--- src/rtl/cpu_sequencer.sv ---
// Instruction-cycle sequencer and instruction register for the 16-bit CPU.
// Steps through HALT/FETCH/EXEC1/EXEC2. It latches the instruction RAM word
// into the IR, inserts EXEC2 when the decoder asks for it, halts on STP,
// supports run/single-step control and counts retired instructions.
//
//   state | meaning
//   ------+------------------------------------------------------------
//   HALT  | idle; leave on run=1 (or automatically right after reset)
//   FETCH | wait out RAM read latency, capture IR on the last cycle
//   EXEC1 | first execute phase; STP halts, E2 requests EXEC2
//   EXEC2 | second execute phase, then next fetch (or HALT when stepping)
module cpu_sequencer #(
  parameter int FETCH_CYCLES = 1,
  parameter int CNT_W        = 16,
  parameter bit AUTO_START   = 1'b1
) (
  input  logic             CLK,
  input  logic             nRST,
  input  logic             run,
  input  logic             step_mode,
  input  logic [15:0]      instr_in,
  input  logic             E2,
  output logic [15:0]      instr,
  output logic             FETCH,
  output logic             EXEC1,
  output logic             EXEC2,
  output logic             halted,
  output logic [CNT_W-1:0] retired
);

  localparam int FC_W = (FETCH_CYCLES > 1) ? $clog2(FETCH_CYCLES) : 1;
  localparam logic [FC_W-1:0] FC_LAST = FC_W'(FETCH_CYCLES - 1);

  // One-hot encoding so the phase outputs come straight from state flops.
  typedef enum logic [3:0] {
    S_HALT  = 4'b1000,
    S_FETCH = 4'b0100,
    S_EXEC1 = 4'b0010,
    S_EXEC2 = 4'b0001
  } state_t;

  state_t          state, state_nxt;
  logic [FC_W-1:0] fcnt, fcnt_nxt;
  logic            start_pend;
  logic            ld_ir;
  logic            retire;
  logic            is_stp;

  assign is_stp = ~instr[15] & (instr[14:9] == 6'h3F);
  assign {halted, FETCH, EXEC1, EXEC2} = state;

  // Next-state, IR load and retire decisions.
  always_comb begin
    state_nxt = state;
    fcnt_nxt  = fcnt;
    ld_ir     = 1'b0;
    retire    = 1'b0;
    case (state)
      S_HALT: begin
        fcnt_nxt = '0;
        if (run || start_pend) state_nxt = S_FETCH;
      end
      S_FETCH: begin
        if (fcnt == FC_LAST) begin
          ld_ir     = 1'b1;
          fcnt_nxt  = '0;
          state_nxt = S_EXEC1;
        end else begin
          fcnt_nxt = fcnt + FC_W'(1);
        end
      end
      S_EXEC1: begin
        if (is_stp) begin
          retire    = 1'b1;
          state_nxt = S_HALT;
        end else if (E2) begin
          state_nxt = S_EXEC2;
        end else begin
          retire    = 1'b1;
          state_nxt = step_mode ? S_HALT : S_FETCH;
        end
      end
      S_EXEC2: begin
        retire    = 1'b1;
        state_nxt = step_mode ? S_HALT : S_FETCH;
      end
      default: begin
        fcnt_nxt  = '0;
        state_nxt = S_HALT;
      end
    endcase
  end

  // State, fetch counter, IR, retired counter and auto-start flag.
  always_ff @(posedge CLK) begin
    if (!nRST) begin
      state      <= S_HALT;
      fcnt       <= '0;
      instr      <= 16'h0000;
      retired    <= '0;
      start_pend <= AUTO_START;
    end else begin
      state <= state_nxt;
      fcnt  <= fcnt_nxt;
      if (ld_ir)  instr   <= instr_in;
      if (retire) retired <= retired + CNT_W'(1);
      if (state == S_HALT && state_nxt != S_HALT) start_pend <= 1'b0;
    end
  end

endmodule
--- config.mk ---
export PLATFORM = sky130hd
export DESIGN_NAME = cpu_sequencer
export DESIGN_NICKNAME = d
export VERILOG_FILES = /design/src/rtl/cpu_sequencer.sv
export SDC_FILE = /design/constraint.sdc
export NUM_CORES = 1
export LEC_CHECK = 0
export BUFFER_PORTS_ARGS = -buffer_cell sky130_fd_sc_hd__buf_2
export CORE_MARGIN = 5
export CORE_UTILIZATION = 37
export DETAILED_ROUTE_END_ITERATION = 6
export SLEW_MARGIN = 5
export SYNTH_ARGS = -nofsm -noshare
export SYNTH_HDL_FRONTEND = slang
export SYNTH_SLANG_ARGS = --single-unit
export TNS_END_PERCENT = 1
--- constraint.sdc ---
create_clock -name CLK -period 3.15 [get_ports CLK]
set_clock_uncertainty 0.2 [all_clocks]
set_input_delay 0.1575 -clock CLK [delete_from_list [all_inputs] [get_ports CLK]]
set_output_delay 0.1575 -clock CLK [all_outputs]
set_load 0.01 [all_outputs]
# After elaboration in Yosys (flattened, before gate mapping)
# Cells that the tools add are included.
dict set report word_totals {
  n_memories 0
  rom_bits 0
  wordCells 31
  mem_bits_rw 0
  in_bits 21
  ff_bits 38
  out_inout_bits 36
  latch_bits 0
}
dict set report classes {
  add_sub_neg 2
  mul 0
  mux 13
  n_bitwise 2
  div 0
  eq_ne 6
  shift 0
  n_reduce_logical 3
  order_cmp 0
}
# operator count
set ops {}
lappend ops {{$mux 4} 5}
lappend ops {{$add 16x1->16 const B} 1}
lappend ops {{$pmux 4 s4} 1}
lappend ops {{$eq 6x6->1 const B} 1}
lappend ops {{$mux 1} 5}
lappend ops {{$eq 4x1->1 const B} 1}
lappend ops {{$eq 4x2->1 const B} 1}
lappend ops {{$eq 4x3->1 const B} 1}
lappend ops {{$eq 4x4->1 const B} 1}
lappend ops {{$ne 4x4->1 const B} 1}
lappend ops {{$pmux 1 s2} 2}
lappend ops {{$reduce_or 2->1} 1}
lappend ops {{$add 1x1->1 const B} 1}
lappend ops {{$and 1x1->1} 1}
lappend ops {{$logic_and 1x1->1} 1}
lappend ops {{$logic_or 1x1->1} 1}
lappend ops {{$not 1->1} 1}

# Depth between registers and ports, before layout
dict set report logic_depth {
  depth_word 6
  mapped_depth 7
  mapped_depth_nobuf 4
}

# Worst setup path before layout
# No wires, ideal clock.
dict set report synth_timing {
  kind {flip-flop to flip-flop}
  startpoint {register state[3]}
  endpoint {register retired[7]}
  path_slack_ps 1046
  path_stages_with_launch 7
  setup_ps 70
  path_buffers 2
  synth_period_minus_slack_ps 2104
  arrival_ps 1833
  required_time_ps 2880
  cell_sequence {dfxtp_1 > buf_6 > or4b_1 > o211a_2 > buf_6 > or4_1 > a21oi_1}
}
dict set report synth_between {
  elab_chain_len 2
  word_cells_on_any_way 3
  classes_between {2 x eq/ne; 1 x mux}
}
# element line_no
set synth_lines {}
lappend synth_lines {{start: declaration} 42} ;# state_t state, state_nxt;
lappend synth_lines {{start signal: assignment} 103} ;# state <= state_nxt;
lappend synth_lines {{$eq 4x1->1 or $eq 4x2->1 (tied branches)} 58} ;# case (state)
lappend synth_lines {{$pmux 1 s2 *} 58}
lappend synth_lines {{end signal: assignment} 106} ;# if (retire) retired <= retired + CNT_W'(1);
lappend synth_lines {{end: declaration} 28} ;# output logic [CNT_W-1:0] retired
# Every way passes the cells marked *; elsewhere a longest branch is shown, timed or not.
# A chain may end at the register's enable or synchronous reset.

# Worst setup path in the final report
dict set report layout_timing {
  startpoint {register state[1]}
  endpoint {register retired[12]}
}
# The elaborated chain is that of the path after synthesis.

==> run metrics <==
Tot GR Track Use=0.144; routing usage on met1=0.177; Clock Sinks=37; Synth Area per Inst=8.41 um^2; Site Rows=24; Arr. time, crit path=2390 ps; fillers=416; Synth top area share=0.443; synth unique cells=34; Tot Pwr=1.20 mW; final worst-path cycle share=0.758; clock-pin slew on the worst setup and hold paths=70 ps; RePlAce Congestion=0.732; Layout Nets=291; first-pass GRT wire length=7110 um; htree depth=2; Clock power frac=0.351; worst relative slew slack=0.242; leading area contributor after synthesis=dfxtp_1; grt peak-use layer=met2; number of global-route vias before repair=1555; Via density=5.15; Reg power frac=0.464; ant diodes=0; Combinational Power Share=0.185; fmax=419 MHz; die width=77.2 um; Power Density=530 mW/mm^2; Via Count=1658; most frequent cells in the layout=buf_2 (56), nand2_1 (42), dfxtp_1 (37); Layout area overhead=35.9%; critical path data required time=3150 ps; worst skew pair latency=280 ps; cells after synthesis=199; WL/cell=13.2 um; cts bufs inserted=5; Ys Warns=0; Die Ht=77.2 um; register area=741 um^2; antenna violations before repair=0; number of synthesized register bits=37; result of the run=finished clean; max-slew violation count=0; M2 GR Usage=0.233; die area=0.00597 mm^2; final WL=4240 um; minimum clock period=2390 ps; crit path max fanout=13; endpoint class of the critical path=flop; Worst VDD drop=248 uV; DRC=0; GRT overflow=0; PostCTS Resize Cnt=0; core area=0.00438 mm^2; CP startpoint kind=flop; cts hold-fix bufs=19; register area share after synthesis=0.443; RSZ-0062 raised after global routing=no; Root Buffer=clkbuf_8; reported net switching power=335 uW; commonest non-fill, non-tap cell in the layout=buf_2; IO buf count=56; Internal Power=869 uW; Final Hold Vio Count=0; Initial DRC Count=104; synth top area cells=dfxtp_1 (44%), nand2_1 (9.4%), a21oi_1 (9.0%); layout cells sized above 1=0.259; Sum Neg Setup Slack=0 ps; Setup CP Type=flop to flop; met3 usage=0.0527; switching fraction of total power=0.278; Leak Pwr=0.903 nW; setup bufs post-CTS=0; DP HPWL=2830 um; Max-Cap Viols=0; # IOs=57; Mapped Nets=221; Slew @ Worst Pin=1130 ps; worst hold path type=input pin to flop; TritonRoute pass-1 iters=4; Mapped Area=0.00167 mm^2; pin count of the biggest net entering global routing=31; Starting Density=0.382; CTS tree=yes; Routed Antenna Nets=0; setup violators final=0; area of the multi-input gates=866 um^2; Longest Clk Path Bufs=2
-- worst max-delay path: stages (launching register included) --
cell,delay [ps]
dfxtp_1,470
nor4b_2,430
o21ai_0,460
or4_1,610
a21oi_1,150
-- kinds of logic after synthesis --
kind of cell | Yosys count | share of synthesized area
mux | 3 | 0.0180
xor+xnor | 1 | 0.00524
simple gates | 89 | 0.299
flops | 37 | 0.443
fa+ha+maj | 1 | 0.00748
compound gates | 53 | 0.184
buf+inv | 15 | 0.0434
-- metrics by stage --
stage	util	setup WS, ps	hold WS (ps)	area, um^2	instances
floorplan	-	1050	93.5	1670	199
global placement	0.449	819	198	1970	295
detailed placement	0.449	785	204	1970	295
CTS	0.519	771	22.8	2270	322
global route	0.519	530	50.9	2270	322
finish	0.519	763	27.7	2270	322
-- layer usage --
layer / up-vias / part of all wire
met3: 4 / 0.071
met5: - / 0
met4: 0 / 0.013
met1: 743 / 0.46
li1: 868 / -
met2: 43 / 0.45
-- layout make-up --
class                   instances  area share
multi-input cells             147       0.381
repair buffers                 76       0.210
clock inverters                 1      0.0132
flip-flops and latches         37       0.326
inverters                       2     0.00330
clock buffers                   7      0.0380
well taps                      52      0.0286
-- flip-flops by register name, summed over array words and instances (netlist names) --
name	flops
instr	16
retired	16
start_pend	1
state	4
-- cells in the mapped netlist --
master and instances:
nand4b_1 1, nand2b_1 3, o31ai_1 11, and4_1 3
o211a_2 1, xor2_1 1, a21oi_1 30, buf_1 1
nor3b_1 2, nand3_1 5, and4b_1 1, buf_2 1
clkbuf_1 9, or3_1 2, nor4b_2 2, o311ai_0 1
nor4b_1 2, o41ai_1 1, ha_1 1, nor2_1 4
dfxtp_1 37, nor2b_1 1, nand2_1 42, o21ai_0 8
or4_1 11, inv_1 2, nand4_1 5, nand3b_1 1
or4b_2 2, mux2i_1 3, buf_6 2, o211ai_1 1
or4b_1 1, and2_1 1
-- power groups by stage --
stage                     combinational [mW]  sequential, mW  clock (mW)
after floorplan                        0.143           0.567           0
after global placement                 0.207           0.569           0
after detailed placement               0.207           0.570           0
after CTS                              0.224           0.560       0.435
after global routing                   0.250           0.567       0.456
final                                  0.223           0.559       0.422
-- path summary, 6_finish.rpt --
check / from / end / slack, ps / cells past startpoint
worst max-delay path: state[1] / retired[12] / 760 / 4
worst min-delay path: E2 / state[2] / 30 / 3
worst max register to register: state[1] / retired[12] / 760 / 4
worst min register to register: instr[0] / instr[0] / 250 / 2
Note: power is estimated with default switching activity, not from simulation.
